<file path="src/rtl/tdl_pkg.sv">
// Shared defaults and readout state type for the parametrised tap delay line.
package tdl_pkg;

    localparam int unsigned TDL_DATA_W = 14;
    localparam int unsigned TDL_TAPS   = 17;

    typedef enum logic {
        RD_IDLE,
        RD_ACTIVE
    } rd_state_t;

    // Width able to hold 0..taps inclusive (fill count and tap index).
    function automatic int unsigned tdl_cnt_w(input int unsigned taps);
        return $clog2(taps + 1);
    endfunction

endpackage

</file>
<file path="src/rtl/tap_read_seq.sv">
// Serial tap readout sequencer: walks rd_idx 0..TAPS-1 once per rd_start, one tap per cycle.
module tap_read_seq
    import tdl_pkg::*;
#(
    parameter int unsigned TAPS  = TDL_TAPS,
    parameter int unsigned CNT_W = tdl_cnt_w(TAPS)
) (
    input  logic             clk,
    input  logic             rst,
    input  logic             rd_start,
    output logic             rd_busy,
    output logic             rd_valid,
    output logic [CNT_W-1:0] rd_idx,
    output logic             rd_last
);

    localparam logic [CNT_W-1:0] LAST_IDX = CNT_W'(TAPS - 1);
    localparam logic [CNT_W-1:0] ONE      = CNT_W'(1);

    rd_state_t state;

    always_ff @(posedge clk) begin
        if (rst) begin
            state    <= RD_IDLE;
            rd_busy  <= 1'b0;
            rd_valid <= 1'b0;
            rd_idx   <= '0;
            rd_last  <= 1'b0;
        end else begin
            case (state)
                RD_IDLE: begin
                    if (rd_start) begin
                        state    <= RD_ACTIVE;
                        rd_busy  <= 1'b1;
                        rd_valid <= 1'b1;
                        rd_idx   <= '0;
                        rd_last  <= 1'b0;
                    end
                end
                RD_ACTIVE: begin
                    // rd_start is deliberately not looked at here, including the last beat.
                    if (rd_idx == LAST_IDX) begin
                        state    <= RD_IDLE;
                        rd_busy  <= 1'b0;
                        rd_valid <= 1'b0;
                        rd_idx   <= '0;
                        rd_last  <= 1'b0;
                    end else begin
                        rd_idx  <= rd_idx + ONE;
                        rd_last <= ((rd_idx + ONE) == LAST_IDX);
                    end
                end
                default: begin
                    state    <= RD_IDLE;
                    rd_busy  <= 1'b0;
                    rd_valid <= 1'b0;
                    rd_idx   <= '0;
                    rd_last  <= 1'b0;
                end
            endcase
        end
    end

endmodule

</file>
<file path="src/rtl/tap_delay_line_p.sv">
// Parametrised sample delay line: TAPS-deep shift register with handshake, fill count,
// frame-start clearing and a serial readout port for a time-multiplexed MAC.
module tap_delay_line_p
    import tdl_pkg::*;
#(
    parameter  int unsigned DATA_W = TDL_DATA_W,
    parameter  int unsigned TAPS   = TDL_TAPS,
    localparam int unsigned CNT_W  = tdl_cnt_w(TAPS)
) (
    input  logic                   clk,
    input  logic                   rst,
    input  logic                   clear,
    input  logic                   in_valid,
    output logic                   in_ready,
    input  logic [DATA_W-1:0]      in_data,
    input  logic                   head_flag,
    output logic [TAPS*DATA_W-1:0] taps_flat,
    output logic [CNT_W-1:0]       fill_cnt,
    output logic                   full,
    input  logic                   rd_start,
    output logic                   rd_busy,
    output logic                   rd_valid,
    output logic [CNT_W-1:0]       rd_idx,
    output logic [DATA_W-1:0]      rd_data,
    output logic                   rd_last
);

    localparam logic [CNT_W-1:0] FULL_CNT = CNT_W'(TAPS);
    localparam logic [CNT_W-1:0] ONE      = CNT_W'(1);

    logic [DATA_W-1:0] tap_q [TAPS];
    logic [CNT_W-1:0]  fill_q;
    logic              rst_any;
    logic              accept;

    assign rst_any  = rst | clear;
    assign in_ready = !rd_busy && !rst && !clear;
    assign accept   = in_valid && in_ready;

    tap_read_seq #(
        .TAPS  (TAPS),
        .CNT_W (CNT_W)
    ) u_read_seq (
        .clk      (clk),
        .rst      (rst_any),
        .rd_start (rd_start),
        .rd_busy  (rd_busy),
        .rd_valid (rd_valid),
        .rd_idx   (rd_idx),
        .rd_last  (rd_last)
    );

    always_ff @(posedge clk) begin
        if (rst_any) begin
            for (int unsigned k = 0; k < TAPS; k++) begin
                tap_q[k] <= '0;
            end
            fill_q <= '0;
        end else if (accept) begin
            tap_q[0] <= in_data;
            // A frame head restarts the history: older taps read as zero.
            for (int unsigned k = 1; k < TAPS; k++) begin
                tap_q[k] <= head_flag ? '0 : tap_q[k-1];
            end
            if (head_flag) begin
                fill_q <= ONE;
            end else if (fill_q != FULL_CNT) begin
                fill_q <= fill_q + ONE;
            end
        end
    end

    assign fill_cnt = fill_q;
    assign full     = (fill_q == FULL_CNT);

    always_comb begin
        taps_flat = '0;
        for (int unsigned k = 0; k < TAPS; k++) begin
            taps_flat[k*DATA_W +: DATA_W] = tap_q[k];
        end
    end

    always_comb begin
        rd_data = '0;
        if (rd_valid) begin
            for (int unsigned k = 0; k < TAPS; k++) begin
                if (rd_idx == CNT_W'(k)) begin
                    rd_data = tap_q[k];
                end
            end
        end
    end

endmodule

</file>
<file path="config.mk">
export PLATFORM = sky130hd
export DESIGN_NAME = tap_delay_line_p
export DESIGN_NICKNAME = d
export VERILOG_FILES = /design/src/rtl/tdl_pkg.sv /design/src/rtl/tap_read_seq.sv /design/src/rtl/tap_delay_line_p.sv
export SDC_FILE = /design/constraint.sdc
export NUM_CORES = 1
export LEC_CHECK = 0
export ABC_AREA = 1
export CAP_MARGIN = 20
export CORE_UTILIZATION = 55
export DETAILED_ROUTE_END_ITERATION = 8
export PLACE_DENSITY_LB_ADDON = 0.25
export SYNTH_ARGS = -nofsm -noshare
export SYNTH_HDL_FRONTEND = slang
export SYNTH_SLANG_ARGS = --single-unit
</file>
<file path="constraint.sdc">
create_clock -name clk -period 18.5 [get_ports clk]
set_input_delay 1.85 -clock clk [delete_from_list [all_inputs] [get_ports clk]]
set_output_delay 1.85 -clock clk [all_outputs]
set_load 0.03 [all_outputs]
</file>
# --- After elaboration in Yosys (flattened, before gate mapping) ---
# Memories as Yosys holds them, arrays and structs flattened.
# Cells that the tools add are included.
totals:
  regBits: 13
  mem_count: 1
  in_bits: 20
  ram_bits: 238
  latchBits: 0
  output_inout_bits: 267
  mem_bits_ro: 0
classes:
  n_shift: 0
  bitwise_logic: 19
  reduce_logical: 10
  n_div: 0
  n_eq_ne: 21
  n_addsub: 2
  multipliers: 0
  order_cmp: 0
  mux: 70
memory_table:
  columns: ["name", "words", "width", "read_ports", "rd_clocked_by_memory_dff", "write_ports", "line", "source"]
  rows:
  - ["tap_q", 17, 14, 17, 0, 17, "tap_delay_line_p.sv:31", "logic [DATA_W-1:0] tap_q [TAPS];"]
ops:
  columns: ["operator", "n"]
  rows:
  - ["two-way mux 14 bit", 51]
  - ["== test 5 x 4 -> 1 bit, second input constant", 8]
  - ["== test 5 x 3 -> 1 bit, second input constant", 4]
  - ["two-way mux 5 bit", 4]
  - ["OR 1 bit", 18]
  - ["== test 5 bit, second input constant", 3]
  - ["two-way mux 1 bit", 11]
  - ["adder 5 x 1 -> 5 bit, second input constant", 2]
  - ["== test 5 x 2 -> 1 bit, second input constant", 2]
  - ["case mux 5 bit (2 select lines)", 1]
  - ["case mux 1 bit (2 select lines)", 3]
  - ["== test 5 x 1 -> 1 bit, second input constant", 1]
  - ["logical NOT 5 bit", 1]
  - ["inequality test 5 bit, second input constant", 1]
  - ["inequality test 2 bit, second input constant", 2]
  - ["AND reduction 2 bit", 2]
  - ["logical AND 1 bit", 3]
  - ["logical NOT 1 bit", 3]
  - ["nonzero test 2 bit", 1]
  - ["NOT 1 bit", 1]

# --- Longest topological paths before layout ---
depth:
  word_depth: 19
  mapped_depth: 21

# --- Hierarchy ---
# Synthesis repeated with hierarchy kept, for this count alone.
unflattened:
  cells_unflattened: 1310
  area_unflattened_um2: 11896.4
modules_own_cells:
  columns: ["mod", "n_inst", "cells_per_inst", "area_per_inst_um2", "seq_area_each_um2"]
  rows:
  - ["tap_delay_line_p", 1, 1247, 11443.5, 7247.0]
  - ["tap_read_seq", 1, 63, 452.9, 160.2]

# --- Worst setup path before layout ---
# OpenSTA, ideal clock, no wires.
synth_path:
  kind: "input port to flip-flop"
  start: "input rst"
  end: "register fill_q[3], in the netlist fill_cnt[3]"
  path_slack_ns: 9.171
  arrival_time_ns: 9.200
  path_buffers: 0
  stages: 8
  required_ns: 18.371
  setup_ns: 0.129
  path_cell_list: "nor2_1 > inv_2 > nor2_1 > nand2_1 > nand2_1 > o21ai_0 > o21ai_0 > a21oi_1"
synth_via:
  elab_chain_cells: 5
synth_rtl:
  columns: ["item", "line", "source"]
  rows:
  - ["start, declared", "tap_delay_line_p.sv:11", "input logic rst,"]
  - ["logical NOT 1 bit", "tap_delay_line_p.sv:37", "assign in_ready = !rd_busy && !rst && !clear;"]
  - ["logical AND 1 bit (2 in series)", "tap_delay_line_p.sv:37", null]
  - ["named net in_ready", "tap_delay_line_p.sv:14", "output logic in_ready,"]
  - ["logical AND 1 bit", "tap_delay_line_p.sv:38", "assign accept = in_valid && in_ready;"]
  - ["AND reduction 2 bit (no source line)", null, null]
  - ["end signal, assigned", "tap_delay_line_p.sv:68", "fill_q <= fill_q + ONE;"]
  - ["end, declared", "tap_delay_line_p.sv:32", "logic [CNT_W-1:0] fill_q;"]
# The timed path passes the listed nets, and every way through them passes these cells.
# A chain may end at the register's enable or synchronous reset.

# --- Worst setup path in the final report ---
layout_path:
  start: "register u_read_seq.rd_idx[0]"
  end: "output rd_data[4]"
layout_via:
  elab_chain_cells: 19
layout_rtl:
  columns: ["item", "line", "source"]
  rows:
  - ["start, declared", "tap_read_seq.sv:13", "output logic [CNT_W-1:0] rd_idx,"]
  - ["start signal, assigned", "tap_read_seq.sv:49", "rd_idx <= rd_idx + ONE;"]
  - ["logical NOT 5 bit", "tap_delay_line_p.sv:87", "if (rd_idx == CNT_W'(k)) begin"]
  - ["two-way mux 14 bit (16 in series)", "tap_delay_line_p.sv:87", null]
  - ["two-way mux 14 bit (*)", "tap_delay_line_p.sv:87", null]
  - ["two-way mux 14 bit (*)", "tap_delay_line_p.sv:85", "if (rd_valid) begin"]
  - ["end, declared", "tap_delay_line_p.sv:24", "output logic [DATA_W-1:0] rd_data,"]
# Mark *: on every way between the ends. The rest lies on a longest branch, timed or not.

==> flow_summary.json <==
{
  "regArea_sq_um": 7410,
  "final_area_sq_um": 16300,
  "drt_iter0_drc": 855,
  "nets": 1741,
  "fin_cells": 2012,
  "syn_inst": 1448,
  "syn_area_sq_um": 12500,
  "syn_to_final_growth_pct": 30.7,
  "power_frac_comb": 0.131,
  "cp-endpoint": "rd_data[4]",
  "ios": 287,
  "totalWireLength_um": 34800,
  "root_buffer": "clkbuf_16",
  "cts_hold_buf": 0,
  "fin_tns_setup_ns": 0,
  "cap_violations": 0,
  "clk_path_buf_depth": 3,
  "setup_violations": 0,
  "hp-class": "flip-flop to flip-flop",
  "worst-path-buf-inv": 3,
  "ant_nets": 0,
  "syn_nets": 1475,
  "final_cell_mix": "inv_1, clkdlybuf4s50_1, nor2_1",
  "final_common_cell": "inv_1",
  "clkPwrFrac": 0.372,
  "tritoncts": "yes",
  "htree_levels": 1,
  "irDropWorstVdd_v": 0.0000797,
  "violations": "DRC",
  "chipHeight_um": 153,
  "syn_area_per_cell_sq_um": 8.61,
  "ys_types": 32,
  "yosys_warnings": 0,
  "post_drt_via_cell_ratio": 5.18,
  "crit_arrival_ns": 4.48,
  "internal_power_uw": 1010,
  "power_density_nw_per_um2": 83.4,
  "gr-total-overflow": 0,
  "outcome": "complete, but fails checks",
  "crit_type": "flip-flop to output pin",
  "gp_congestion": 0.912,
  "drv_slew": 0,
  "grt_pass1_wl_um": 54100,
  "io_buffers": 286,
  "rsz0062_at_grt": "no",
  "synth_area_leaders": "edfxtp_1, inv_1, nor2_1, nand2_1, o21ai_0",
  "cp.depth": 16,
  "drive_above_1_share": 0.0485,
  "crit_fanout": 17,
  "grt_max_degree": 86,
  "yosysTopAreaCell": "edfxtp_1",
  "start_util": 0.566,
  "worst_skew_pair.late_latency_ns": 0.52,
  "switching_power_uw": 353,
  "grtUsageTotal": 0.297,
  "core_area_sq_um": 22000,
  "dp_cells": 1966,
  "maxSlewHeadroom": 0.351,
  "r2r.worst_path.cells": 5,
  "post_drt_wl_per_cell_um": 17.3,
  "dp_hpwl_um": 24700,
  "grt_pass1_vias": 10100,
  "drc": 19,
  "seqPwrFrac": 0.497,
  "finalClockSkew_ns": 0.00793,
  "drt-pass1-iter-count": 7,
  "num-fill-cells": 1626,
  "num_antenna_cells": 0,
  "timing.rr.end": "tap_q[0][214]",
  "cts_sinks": 251,
  "worstMarginPinSlew_ns": 0.971,
  "antenna_found_initial": 0,
  "fp.dieW_um": 153,
  "crit_path_start": "u_read_seq.rd_idx[0]",
  "start_kind": "flip-flop",
  "yosysSeqAreaShare": 0.594,
  "switching_share": 0.259,
  "synth_top_area_share": 0.573,
  "path_clk_slew_ns": 0.06,
  "finalCriticalPeriod_ns": 6.33,
  "die_area_sq_um": 23300,
  "synth-seq-cells": 251,
  "crit_top_cell": "nand2_1",
  "placed_area_sq_um": 15500,
  "post_cts_buffers": 0,
  "cts-resized-gates": 0,
  "rows": 54,
  "numCtsBuffers": 26,
  "r2r_start": "u_read_seq.rd_valid",
  "crit_path_end_kind": "output pin",
  "cp_slowest_stage_delay_ns": 0.78,
  "vias": 10400,
  "crit_path_cell_trace": "ha_1 -> nand2_2 -> nor2_1 -> inv_1 -> o21ai_0 -> inv_1 -> nand3_1 -> nand2_1 -> nand2_1 -> nand2_1 -> nand3_1 -> nand3_1 -> nand2_1 -> nand2_1 -> a21oi_1 -> clkdlybuf4s50_1",
  "utilization": 0.740,
  "crit_slowest_cell": "nor2_1",
  "crit_required_ns": 16.65,
  "fmax_mhz": 158,
  "rrSetupSlack_ns": 14.70,
  "finalHoldViolCount": 0,
  "leakage_uw": 0.00639,
  "finalCritPeriodShare": 0.342,
  "crit_family": "simple AND/OR/NAND/NOR gates",
  "multi_input_area_sq_um": 3450
}
layer usage:
| metal | track usage | routed length (um) | vias to the layer above |
|---|---|---|---|
| met2 | 0.525 | 17500 | 468 |
| met4 | 0.0856 | 894 | 0 |
| met5 | 0 | 0 | - |
| met3 | 0.0563 | 3130 | 69 |
| li1 | - | - | 4992 |
| met1 | 0.370 | 13300 | 4901 |
worst min path at each step:
stage                                  start                   end  slack, ns  cells after the start
after floorplan             u_read_seq.state  u_read_seq.rd_idx[3]       0.48                      2
after global placement    u_read_seq.rd_last    u_read_seq.rd_last       0.48                      2
after detailed placement  u_read_seq.rd_last    u_read_seq.rd_last       0.48                      2
after CTS                 u_read_seq.rd_last    u_read_seq.rd_last       0.50                      2
after global routing      u_read_seq.rd_last    u_read_seq.rd_last       0.52                      2
final                     u_read_seq.rd_last    u_read_seq.rd_last       0.50                      2
worst min-delay path, cell delays in order, from the launching register on:
cell     delay, ns
dfxtp_1       0.33
a21oi_1       0.06
nor2_1        0.07
sequential cells by signal, summed over array words and instances (netlist names):
| signal | count |
|---|---|
| u_read_seq.rd_valid | 1 |
| u_read_seq.state | 1 |
| fill_cnt | 5 |
| u_read_seq.rd_last | 1 |
| tap_q | 238 |
| u_read_seq.rd_idx | 5 |
stage by stage:
step           power, uW  worst slack, ns  hold slack, ns
2_1_floorplan        785             9.17           0.477
3_3_place_gp         863            12.59           0.484
3_5_place_dp         865            12.45           0.485
4_1_cts             1370            12.14           0.499
5_1_grt             1400            11.82           0.525
6_report            1360            12.17           0.502
kinds of logic (layout without fill, tap and decap cells):
kind of cell / after synthesis / count (layout) / share of synthesized area
AO/OA/AOI/OAI: 149 / 149 / 0.0636
XOR/XNOR: 1 / 1 / 0.000702
adder cells (fa/ha/maj): 7 / 7 / 0.00702
buffers and inverters: 421 / 705 / 0.132
flip-flops: 251 / 251 / 0.594
AND/OR/NAND/NOR: 619 / 619 / 0.203
cell type report:
cell class / instances / area share
flip-flops and latches: 251 / 0.454
multi-input cells: 776 / 0.211
repair buffers: 294 / 0.179
inverters: 365 / 0.0845
clock buffers: 37 / 0.0437
well taps: 280 / 0.0215
clock inverters: 9 / 0.00560
synthesized netlist by cell type, drive strengths merged:
library cell,instances
a211oi,1
a21oi,36
a22oi,1
a31oi,1
a32oi,1
buf,23
clkbuf,33
dfxtp,13
edfxtp,238
ha,7
inv,365
nand2,259
nand3,79
nand4,8
nor2,270
nor3,3
o21ai,109
xor2,1
power by group through the flow:
stage	Combinational, uW	Sequential, uW	Clock [uW]
after floorplan	43.0	742	0
after global placement	176	688	0
after detailed placement	178	688	0
after CTS	179	677	511
after global routing	188	680	532
final	178	677	506
Power figures use the tool's default switching activity.
